## src/rtl/shift_unit_seq.sv

```systemverilog
// Multi-cycle shifter: shifts the held operand one position per clock in one of four modes.
// Optional sticky (OR of shifted-out bits) output is compiled in with SHIFT_UNIT_STICKY_EN.
module shift_unit_seq #(
  parameter int WIDTH = 4,
  parameter int AMT_W = 3
) (
  input  logic             clock,
  input  logic             reset,
  input  logic             load,
  input  logic [WIDTH-1:0] data_in,
  input  logic             start,
  input  logic [1:0]       mode,
  input  logic [AMT_W-1:0] amount,
  output logic [WIDTH-1:0] data_out,
  output logic             busy,
  output logic             done
`ifdef SHIFT_UNIT_STICKY_EN
  ,
  output logic             sticky
`endif
);

  typedef enum logic [0:0] {
    ST_IDLE  = 1'b0,
    ST_SHIFT = 1'b1
  } state_t;

  state_t           r_state;
  state_t           w_state_nxt;
  logic [WIDTH-1:0] r_data;
  logic [WIDTH-1:0] w_data_nxt;
  logic [AMT_W-1:0] r_cnt;
  logic [AMT_W-1:0] w_cnt_nxt;
  logic [1:0]       r_mode;
  logic [1:0]       w_mode_nxt;
  logic             r_busy;
  logic             w_busy_nxt;
  logic             r_done;
  logic             w_done_nxt;
`ifdef SHIFT_UNIT_STICKY_EN
  logic             r_sticky;
  logic             w_sticky_nxt;
`endif

  function automatic logic [WIDTH-1:0] f_shift(input logic [WIDTH-1:0] d, input logic [1:0] m);
    logic [WIDTH-1:0] res;
    case (m)
      2'b00:   res = {1'b0, d[WIDTH-1:1]};
      2'b01:   res = {d[WIDTH-1], d[WIDTH-1:1]};
      2'b10:   res = {d[WIDTH-2:0], 1'b0};
      2'b11:   res = {d[0], d[WIDTH-1:1]};
      default: res = d;
    endcase
    return res;
  endfunction

`ifdef SHIFT_UNIT_STICKY_EN
  // Bit that leaves the operand on one step; rotate loses nothing.
  function automatic logic f_out_bit(input logic [WIDTH-1:0] d, input logic [1:0] m);
    logic b;
    case (m)
      2'b00, 2'b01: b = d[0];
      2'b10:        b = d[WIDTH-1];
      default:      b = 1'b0;
    endcase
    return b;
  endfunction
`endif

  // Next-state and next-output logic
  always_comb begin
    w_state_nxt = r_state;
    w_data_nxt  = r_data;
    w_cnt_nxt   = r_cnt;
    w_mode_nxt  = r_mode;
    w_busy_nxt  = 1'b0;
    w_done_nxt  = 1'b0;
`ifdef SHIFT_UNIT_STICKY_EN
    w_sticky_nxt = r_sticky;
`endif
    case (r_state)
      ST_IDLE: begin
        if (load) begin
          w_data_nxt = data_in;
        end else begin
          w_data_nxt = r_data;
        end
        if (start) begin
          w_mode_nxt = mode;
          w_cnt_nxt  = amount;
`ifdef SHIFT_UNIT_STICKY_EN
          w_sticky_nxt = 1'b0;
`endif
          if (amount != {AMT_W{1'b0}}) begin
            w_state_nxt = ST_SHIFT;
            w_busy_nxt  = 1'b1;
          end else begin
            w_done_nxt  = 1'b1;
          end
        end else begin
          w_state_nxt = ST_IDLE;
        end
      end
      ST_SHIFT: begin
        w_data_nxt = f_shift(r_data, r_mode);
        w_cnt_nxt  = r_cnt - AMT_W'(1'b1);
`ifdef SHIFT_UNIT_STICKY_EN
        w_sticky_nxt = r_sticky | f_out_bit(r_data, r_mode);
`endif
        // The edge that performs the last step also finishes the operation.
        if (r_cnt == AMT_W'(1'b1)) begin
          w_state_nxt = ST_IDLE;
          w_done_nxt  = 1'b1;
        end else begin
          w_busy_nxt  = 1'b1;
        end
      end
      default: begin
        w_state_nxt = ST_IDLE;
      end
    endcase
  end

  // State and output registers
  always_ff @(posedge clock or posedge reset) begin
    if (reset) begin
      r_state <= ST_IDLE;
      r_data  <= {WIDTH{1'b0}};
      r_cnt   <= {AMT_W{1'b0}};
      r_mode  <= 2'b00;
      r_busy  <= 1'b0;
      r_done  <= 1'b0;
`ifdef SHIFT_UNIT_STICKY_EN
      r_sticky <= 1'b0;
`endif
    end else begin
      r_state <= w_state_nxt;
      r_data  <= w_data_nxt;
      r_cnt   <= w_cnt_nxt;
      r_mode  <= w_mode_nxt;
      r_busy  <= w_busy_nxt;
      r_done  <= w_done_nxt;
`ifdef SHIFT_UNIT_STICKY_EN
      r_sticky <= w_sticky_nxt;
`endif
    end
  end

  assign data_out = r_data;
  assign busy     = r_busy;
  assign done     = r_done;
`ifdef SHIFT_UNIT_STICKY_EN
  assign sticky   = r_sticky;
`endif

endmodule

```

## config.mk

```make
export PLATFORM = sky130hd
export DESIGN_NAME = shift_unit_seq
export DESIGN_NICKNAME = d
export VERILOG_FILES = /design/src/rtl/shift_unit_seq.sv
export SDC_FILE = /design/constraint.sdc
export NUM_CORES = 1
export LEC_CHECK = 0
export CAP_MARGIN = 0
export CORE_MARGIN = 2
export CORE_UTILIZATION = 43
export CTS_CLUSTER_SIZE = 30
export DETAILED_ROUTE_END_ITERATION = 12
export PLACE_DENSITY = 0.75
export SKIP_LAST_GASP = 1
export SYNTH_ARGS = -nofsm -noshare
export SYNTH_HDL_FRONTEND = slang
export SYNTH_SLANG_ARGS = --single-unit
```

## constraint.sdc

```tcl
create_clock -name clock -period 1.3 [get_ports clock]
set_input_delay 0.195 -clock clock [delete_from_list [all_inputs] [get_ports clock]]
set_output_delay 0.195 -clock clock [all_outputs]
set_load 0.1 [all_outputs]
```

==> run metrics <==
GRT Overall Usage=20.63%; Worst setup SP type=flip-flop; PostCTS Resize Cnt=0; synthesis-stage register bit count=11; ANT nets after route=0; critical path capture point type=output port; clock-pin slew on the worst setup and hold paths=0.08 ns; Synth Cell Area=589.3 um2; Ys Warns=0; R2R setup slack=0.16 ns; unrepaired setup endpoints after global routing=false; CP bufs+invs=1; CP Max Fanout=18; Post-Synthesis Cells=60; WP data required=1.11 ns; Period Utilization, post-route=95.68%; die area=0.001683 mm2; TritonCTS Buffers=3; port bufs=18; via count=527; Die H=41.02 um; Worst Reg2Reg Path Length in Cells=3; area grow syn2layout=52.02%; vias in the first global route=479; CP arrival=1.05 ns; Avg WL per Cell=13.78 um; CP Cell Sequence=buf_12; Die Wd=41.02 um; Crit path depth=1; CTS H-tree lvls=1; clk root buf=clkbuf_4; total power draw=2.615 mW; CTS tree=yes; GP Congestion=0.6974; WL final=1364 um; drt pass-1 iters=4; reg-to-reg endpoint=r_cnt[2]$_DFFE_PP0P_; Max-slew headroom=70.74%; final net count=100; commonest non-fill, non-tap cells in the layout=clkdlybuf4s50_1, nand2_1, dfrtp_1; cell taking the most area after synthesis=dfrtp_1; met2 Usage GRT=30.08%; io pins=19; Top Family by Delay on Critical Path=flip-flops; GR Util met1=28.19%; n_diodes=0; most common library cell in the layout ignoring fill and taps=clkdlybuf4s50_1; Initial Utilization=45.86%; pwr dens=2919 mW/mm2; initial antenna violation count=0; Max Clk Rate=803.9 MHz; Post-DP HPWL=1004 um; setup violators final=0; Critical R2R Launch=busy$_DFF_PP0_; final instance area=895.9 um2; Top Usage Layer GRT=met2; Netlist cell types=26; # clock sinks=11; first-pass GRT wire length=2152 um; Max Cap Viol=0; dominant cells by area after synthesis=dfrtp_1, nand2_1, mux2i_1; Net Count, Synth=75; met3 GRT Util=6.522%; Post-CTS Setup Inserts=0; # DRC=0; hold violation count in the final report=0; outcome=completed; placed inst area=869.6 um2; Slew Limit Fails=0; global route overflow=0; Worst path max stage delay=0.58 ns; worst setup path startpoint=busy$_DFF_PP0_; VDD IR max=0.001385 V; 1st-iter DRT viols=14; share of Yosys cell area claimed by the top area cell type=46.71%; Vias/cell=5.323; critical path class=flip-flop to output port; share of layout cells above drive strength 1=22.62%; Skew-Pair Late Insertion Delay=0.27 ns; Slowest cell on crit path=dfrtp_4; Hold WC Path Type=input pin to asynchronous set/reset pin; final setup skew=0.004254 ns; Site Rows=13; cell leakage power=0.4096 nW; synthesized area per cell=9.822 um2; worst slew pin tran=0.4385 ns; pin count of the biggest net entering global routing=19; core outline area=0.001285 mm2; Hold-fix buffers, CTS=0; Final min period=1.244 ns; register area share after synthesis=46.71%; Clock Tree Buf Depth=2
[kinds of logic after synthesis]
logic type / Yosys count / share of synthesized area (%)
compound gates: 15 / 17.83
fa+ha+maj: 2 / 4.246
buf+inv: 6 / 5.306
flops: 11 / 46.71
mux: 4 / 6.794
simple gates: 22 / 19.11
[per-stage QoR]
stage               std cells  hold slack [ns]  worst slack [ns]  setup TNS, ns  util (%)
floorplan                  60          0.04726          0.001057              0         -
global placement           95           0.4981          -0.01397       -0.01397     67.67
detailed placement         95           0.5212          -0.09020       -0.09499     67.67
CTS                        99           0.2372           0.04616              0     69.72
global route               99           0.2718          0.007850              0     69.72
finish                     99           0.2252           0.05611              0     69.72
[sequential cells by signal, indices dropped and copies added, names as in the netlist]
signal    cells
busy          1
done          1
data_out      4
r_cnt         3
r_mode        2
[synthesized netlist by cell type, drive strengths merged]
master / count
a22o: 1
nor2b: 4
o22ai: 2
nand2: 11
nor3: 1
nand3: 1
inv: 4
nand3b: 1
o21ai: 1
o221ai: 1
nor2: 1
a21oi: 3
o211a: 1
dfrtp: 11
a211oi: 2
o211ai: 1
a22oi: 1
mux2i: 4
ha: 2
buf: 2
and2b: 2
o21a: 2
nand2b: 1
[report_power, final]
| group | internal [mW] | total, mW | switching [mW] |
|---|---|---|---|
| Combinational | 0.635 | 1.58 | 0.943 |
| Clock | 0.119 | 0.239 | 0.120 |
| Sequential | 0.534 | 0.799 | 0.265 |
[worst max path at each step]
| stage | endpoint | slack, ns |
|---|---|---|
| after CTS | busy | 0.05 |
| final | busy | 0.06 |
| after detailed placement | data_out[1]$_DFFE_PP0P_ | -0.09 |
| after floorplan | data_out[2]$_DFFE_PP0P_ | 0.001 |
| after global placement | data_out[1]$_DFFE_PP0P_ | -0.01 |
| after global routing | busy | 0.008 |
[metal layers]
metal	vias to the layer above	part of all wire, %	routed length (um)
li1	257	-	-
met1	255	45	617
met2	15	50	679
met3	0	4.9	67
met4	0	0	0
met5	-	0	0
[final cells by class]
cell class	instances	area (um2)
Clock buffer	4	26.28
Fill cell	90	389.1
Inverter	4	15.01
Multi-Input combinational cell	43	282.8
Sequential cell	11	282.8
Tap cell	15	18.77
Timing Repair Buffer	22	270.3
Power figures use the tool's default switching activity.
